===== config.mk =====
export PLATFORM = sky130hd
export DESIGN_NAME = sync_fifo_buf
export DESIGN_NICKNAME = d
export VERILOG_FILES = /design/src/rtl/sync_fifo_buf.sv
export SDC_FILE = /design/constraint.sdc
export NUM_CORES = 1
export LEC_CHECK = 0
export BUFFER_PORTS_ARGS = -buffer_cell sky130_fd_sc_hd__buf_2
export CAP_MARGIN = 20
export CORE_UTILIZATION = 30
export CTS_CLUSTER_SIZE = 8
export DETAILED_ROUTE_END_ITERATION = 7
export PLACE_DENSITY = 0.56
export SLEW_MARGIN = 20
export SYNTH_ARGS = -nofsm -noshare
export SYNTH_HDL_FRONTEND = slang
export SYNTH_SLANG_ARGS = --single-unit
export TNS_END_PERCENT = 50

===== constraint.sdc =====
create_clock -name wclk -period 4.6 [get_ports wclk]
set_input_delay 0.69 -clock wclk [delete_from_list [all_inputs] [get_ports wclk]]
set_output_delay 0.69 -clock wclk [all_outputs]
set_load 0.02 [all_outputs]

===== src/rtl/sync_fifo_buf.sv =====
// Single-clock FIFO with a registered read port, registered occupancy flags
// and sticky overflow/underflow error bits.
module sync_fifo_buf #(
  parameter int DATASIZE   = 8,
  parameter int ADDRSIZE   = 4,
  parameter int AFULL_LVL  = (1 << ADDRSIZE) - 2,
  parameter int AEMPTY_LVL = 2
) (
  input  logic                wclk,
  input  logic                wrst_n,
  input  logic                winc,
  input  logic [DATASIZE-1:0] wdata,
  input  logic                rinc,
  output logic [DATASIZE-1:0] rdata,
  output logic                rvalid,
  output logic                wfull,
  output logic                rempty,
  output logic                wafull,
  output logic                raempty,
  output logic [ADDRSIZE:0]   count,
  output logic                ovf_err,
  output logic                udf_err
);
  localparam int DEPTH = 1 << ADDRSIZE;

  logic [DATASIZE-1:0] mem_q [DEPTH];
  logic [ADDRSIZE:0]   wptr_q, wptr_d, rptr_q, rptr_d;
  logic [ADDRSIZE:0]   count_q, count_d;
  logic [DATASIZE-1:0] rdata_q;
  logic                rvalid_q;
  logic                wfull_q, wfull_d, rempty_q, rempty_d;
  logic                wafull_q, wafull_d, raempty_q, raempty_d;
  logic                ovf_q, udf_q;
  logic                wr_acc, rd_acc;

  // Acceptance uses the registered flags, so a full FIFO still drains on a
  // simultaneous read/write and an empty one still fills.
  assign wr_acc = winc && !wfull_q;
  assign rd_acc = rinc && !rempty_q;

  always_comb begin
    wptr_d  = wr_acc ? wptr_q + 1'b1 : wptr_q;
    rptr_d  = rd_acc ? rptr_q + 1'b1 : rptr_q;
    count_d = count_q;
    if (wr_acc && !rd_acc)      count_d = count_q + 1'b1;
    else if (rd_acc && !wr_acc) count_d = count_q - 1'b1;
    // Full/empty come from the wrap-bit pointer compare; the programmable
    // levels from the occupancy counter. Both track the same next state.
    wfull_d   = (wptr_d == {~rptr_d[ADDRSIZE], rptr_d[ADDRSIZE-1:0]});
    rempty_d  = (wptr_d == rptr_d);
    wafull_d  = (int'(count_d) >= AFULL_LVL);
    raempty_d = (int'(count_d) <= AEMPTY_LVL);
  end

  always_ff @(posedge wclk or negedge wrst_n) begin
    if (!wrst_n) begin
      wptr_q    <= '0;
      rptr_q    <= '0;
      count_q   <= '0;
      rdata_q   <= '0;
      rvalid_q  <= 1'b0;
      wfull_q   <= 1'b0;
      rempty_q  <= 1'b1;
      wafull_q  <= (AFULL_LVL <= 0);
      raempty_q <= (AEMPTY_LVL >= 0);
      ovf_q     <= 1'b0;
      udf_q     <= 1'b0;
    end else begin
      wptr_q    <= wptr_d;
      rptr_q    <= rptr_d;
      count_q   <= count_d;
      rvalid_q  <= rd_acc;
      if (rd_acc) rdata_q <= mem_q[rptr_q[ADDRSIZE-1:0]];
      wfull_q   <= wfull_d;
      rempty_q  <= rempty_d;
      wafull_q  <= wafull_d;
      raempty_q <= raempty_d;
      if (winc && wfull_q)  ovf_q <= 1'b1;
      if (rinc && rempty_q) udf_q <= 1'b1;
    end
  end

  // Storage is intentionally unreset; reset only rewinds the pointers.
  always_ff @(posedge wclk) begin
    if (wr_acc) mem_q[wptr_q[ADDRSIZE-1:0]] <= wdata;
  end

  assign rdata   = rdata_q;
  assign rvalid  = rvalid_q;
  assign wfull   = wfull_q;
  assign rempty  = rempty_q;
  assign wafull  = wafull_q;
  assign raempty = raempty_q;
  assign count   = count_q;
  assign ovf_err = ovf_q;
  assign udf_err = udf_q;
endmodule


# [After elaboration in Yosys (flattened, before gate mapping)]
# Memories as Yosys holds them, arrays and structs flattened. A register that Yosys moved wholly into a read port is not among the register bits.
# Cells that the tools add are included.
[word_totals] reg_bits=22 mem_bits_rw=128 in_bits=12 mem_count=1 out_inout_bits=20
[memory_table] name="mem_q" depth=16 width=8 read_ports=1 rd_ports_with_merged_regs=1 write_ports=1 line="26" rtl="logic [DATASIZE-1:0] mem_q [DEPTH];"
[op_classes] bitwise=1 n_lt_le_gt_ge=2 n_reduce_logical=11 eq_ne=2 muxes=6 add_sub_neg=4
[op_table] cell="$mux 5" n=4
[op_table] cell="$add 5x1->5 const B" n=3
[op_table] cell="$eq 5x5->1" n=2
[op_table] cell="$logic_and 1x1->1" n=6
[op_table] cell="$ge 5x4->1 const B" n=1
[op_table] cell="$le 5x2->1 const B" n=1
[op_table] cell="$logic_not 1->1" n=5
[op_table] cell="$sub 5x1->5 const B" n=1
[op_table] cell="$mux 1" n=2
[op_table] cell="$not 1->1" n=1

# [Depth between registers and ports, before layout]
[logic_depth] ltp_word=7 ltp_mapped=7 ltp_nobuf=6

# [Worst setup path before layout]
# Ideal clock, no wire load.
[synth_timing] path_type="input-to-reg" start="input port winc" end="memory mem_q[0][0], enable pin" n_path_buf=1 setup_ns=0.383 setup_slack_ns=2.587 arrival_time_ns=1.630 stages=4 path_cell_list="nor2b_4 buf_6 nand2_1 nor3_1"
[synth_via] elab_chain_cells=3
[synth_lines] item="from (decl)" line="11" rtl="input logic winc,"
[synth_lines] item="$logic_and 1x1->1" line="38" rtl="assign wr_acc = winc && !wfull_q;"
[synth_lines] item="$mux 1" line="85" rtl="if (wr_acc) mem_q[wptr_q[ADDRSIZE-1:0]] <= wdata;"
[synth_lines] item="$mux 1 (not written as such)" line="85"
[synth_lines] item="to (decl)" line="26"
# No other way between the ends.

# [Worst setup path in the final report]
[layout_timing] start="register rptr_q[0]" end="register rempty_q, in the netlist rempty"
[layout_via] elab_chain_cells=3
[layout_lines] item="from (decl)" line="27" rtl="logic [ADDRSIZE:0] wptr_q, wptr_d, rptr_q, rptr_d;"
[layout_lines] item="from (signal assigned)" line="70" rtl="rptr_q <= rptr_d;"
[layout_lines] item="$add 5x1->5" line="43" rtl="rptr_d = rd_acc ? rptr_q + 1'b1 : rptr_q;"
[layout_lines] item="$mux 5" line="43"
[layout_lines] item="named net rptr_d[2]" line="27"
[layout_lines] item="$eq 5x5->1" line="50" rtl="rempty_d = (wptr_d == rptr_d);"
[layout_lines] item="named net rempty_d" line="31" rtl="logic wfull_q, wfull_d, rempty_q, rempty_d;"
[layout_lines] item="to (signal assigned)" line="75" rtl="rempty_q <= rempty_d;"
[layout_lines] item="to (decl)" line="31"
# The timed path passes the listed nets, and every way through them passes these cells.
# A chain may end at the register's enable or synchronous reset.

==> results.toml <==
[logic_synthesis]
synth-xor-area-share = 0.0233
ys.flop_type = "edfxtp_1"
avgSynthCellArea_um2 = 17.4
async_flop_share = 0.190
synthSimpleGateAreaFrac = 0.0557
synth_cell_types = 42
yosysWarnings = 0
syn_nets = 387
synth_top_family_by_area = "multiplexers"
syn-cell-area_mm2 = 0.00640
muxShareOfSynthArea = 0.130
synth_cells = 368
synth_compound_area_frac = 0.0369
synth_enable_flop_cells = 128
seq_area_frac_synth = 0.718
synth-adder-area-share = 0.0137
ys_ff_latch = 158

[cts]
postCtsResizedCells = 0
clkSlewWorstSetupHoldPaths_ps = 60
cts_setup_buffers = 0
cts_made_buffers = 17
holdBufCountCts = 0
clock_sinks = 158
clock_latency_ps = 420
root_buffer = "clkbuf_16"
cts_tree = "built"
cts_buffer_depth = 2
cts.htree.levels = 4

[sta]
rsz0062_at_grt = "no"
min_period_ps = 2700
fin_skew_ps = 5.85
fin_tns_setup_ps = 0
setup-violations-final = 0
tightest_slew_ps = 916
fmaxAchievable_ghz = 0.370
max_slew_margin = 0.387
finalMaxSlewViolations = 0
finalHoldViolCount = 0
finalCritPeriodShare = 0.588

[final_layout]
synthToLayoutAreaGrowth_pct = 16.3
drive_gt1_frac = 0.231
nFillCells = 1990
finish.utilization = 0.355
stdcell_area_mm2 = 0.00745
finalNetCount = 422
num_antenna_cells = 0

[floorplan]
die-area_mm2 = 0.0219
die-width_um = 148
die_h_um = 148
core-area_mm2 = 0.0210
io_pins = 32
rows = 53
initial_core_util = 0.306

[placement]
place_congestion = 0.797
io_buffers = 31
dp_hpwl_um = 8540
post_dp_cell_area_mm2 = 0.00682

[drt]
drcViolationCount = 0
post_drt_wl_per_cell_um = 18.6
drt_iter0_markers = 322
via_per_inst = 4.70
final_antenna_net_count = 0
postRouteWirelength_um = 12900
drtPass1Iterations = 5
num_vias = 3246

[worst_setup_path]
required_ps = 4940
arrival_ps = 3040
worstSetupPathType = "flop to flop"
worst-r2r-cell-count = 7
start_kind = "flop"
worst-path-max-fanout = 35
cp-end-kind = "flop"

[power]
irDropWorstVdd_v = 0.000305
p_leak_nw = 2.67
p_per_area_mw_per_mm2 = 669

[grt]
grt_max_degree = 36
grtUsageTotal = 0.127
antenna_found_initial = 0
grt_first_pass_wirelength_um = 20200
grt_pass1_vias = 3480
gr-total-overflow = 0

[hold_path]
min_path_type = "primary input to asynchronous set/reset pin"

[job]
maxCapViolCount = 0

[status]
status = "completed"
[registers in the layout (all words and copies together), names as in the netlist]
signal and cells:
count 5, mem_q 128, ovf_err 1, raempty 1, rdata 8, rempty 1
rptr_q 5, rvalid 1, udf_err 1, wafull 1, wfull 1, wptr_q 5
[where the power goes]
group	total [mW]	internal, mW	switching [mW]
logic	1.52	0.628	0.894
registers	2.00	1.81	0.191
clock network	1.46	0.905	0.554
total	4.99	3.35	1.64
[synthesized netlist by cell type, drive strengths merged (9+ instances only)]
cell      n  area [um2]
edfxtp  128        3840
a22oi    18         135
buf      14         104
mux2     10         120
xnor2    11        96.3
dfrtp    28         701
nand3    17        85.1
nor2     17        63.8
mux4     16         390
nand2    12        45.0
mux2i    32         320
o21ai     9        45.0
[worst max-delay path: stages, from the launching register on]
cell      delay, ps
dfrtp_2         720
buf_4           590
ha_1            280
nand3b_1        100
xnor2_1         220
xor2_1          100
or3_1           380
nor3b_1         190
[cell usage in the layout (no fill, tap or decap), types with 2 or more instances in the layout]
cell        Yosys  final
clkinv_4        0      3
ha_1            7      7
mux2_4          2      2
clkinvlp_4      0      4
mux4_1          8      8
nor2b_1         2      2
nand4_1         2      2
nand3_1        17     17
nand2_1        12     12
o21ai_1         8      8
nand2b_1        3      3
mux2i_1        32     32
dfrtp_1        28     27
dfstp_2         2      2
buf_4           2      3
clkinv_2        0      4
a22oi_1        18     18
nor3_2          0      4
inv_1           6      6
bufinv_16       0      4
nand3b_1        2      2
nor3b_1         2      2
xor2_1          6      6
mux2_2          8      8
xnor2_1        11     11
a21o_1          2      2
edfxtp_1      128    128
clkbuf_16       0     17
nor2_1         17     17
buf_2           5     31
nor3_1          6      2
mux4_2          8      8
[path summary, 6_finish.rpt]
| kind | startpoint | end | slack (ps) |
|---|---|---|---|
| worst max-delay path | rptr_q[0]$_DFF_PN0_ | rempty$_DFF_PN1_ | 1900 |
| worst min-delay path | wrst_n | wfull$_DFF_PN0_ | 290 |
| worst max register to register | rptr_q[0]$_DFF_PN0_ | rempty$_DFF_PN1_ | 1900 |
| worst min register to register | udf_err$_DFFE_PN0P_ | udf_err$_DFFE_PN0P_ | 460 |
| max in group asynchronous | wrst_n | rptr_q[0]$_DFF_PN0_ | 3850 |
| min in group wclk | udf_err$_DFFE_PN0P_ | udf_err$_DFFE_PN0P_ | 460 |
[metrics by stage]
| stage | cells | hold WS, ps | total power, mW | setup slack, ps |
|---|---|---|---|---|
| 5_1_grt | 691 | 350 | 5.23 | 1670 |
| 3_3_place_gp | 659 | 437 | 3.54 | 1930 |
| 3_5_place_dp | 659 | 448 | 3.57 | 1910 |
| 6_report | 691 | 294 | 4.99 | 1900 |
| 4_1_cts | 691 | 308 | 5.02 | 1900 |
| 2_1_floorplan | 368 | 394 | 3.13 | 2590 |
[cell families after synthesis]
kind of cell | after synthesis
flops | 158
simple gates | 70
mux | 58
compound gates | 33
buf+inv | 25
xor+xnor | 17
fa+ha+maj | 7
[final cells by class]
cell class	instances	area, um2	share of cell area
clock buffers	17	425	0.0571
clock inverters	15	196	0.0264
inverters	7	26.3	0.00353
multi-input cells	185	1680	0.226
flip-flops and latches	158	4600	0.617
well taps	275	344	0.0462
repair buffers	34	178	0.0239
[per-layer routing]
layer  wire, um  vias up  GRT usage
li1           -     1496          -
met1       5810     1666      0.163
met2       6230       69      0.206
met3        576       15     0.0325
met4        225        0     0.0500
met5          0        -          0
Note: power is estimated with default switching activity, not from simulation.
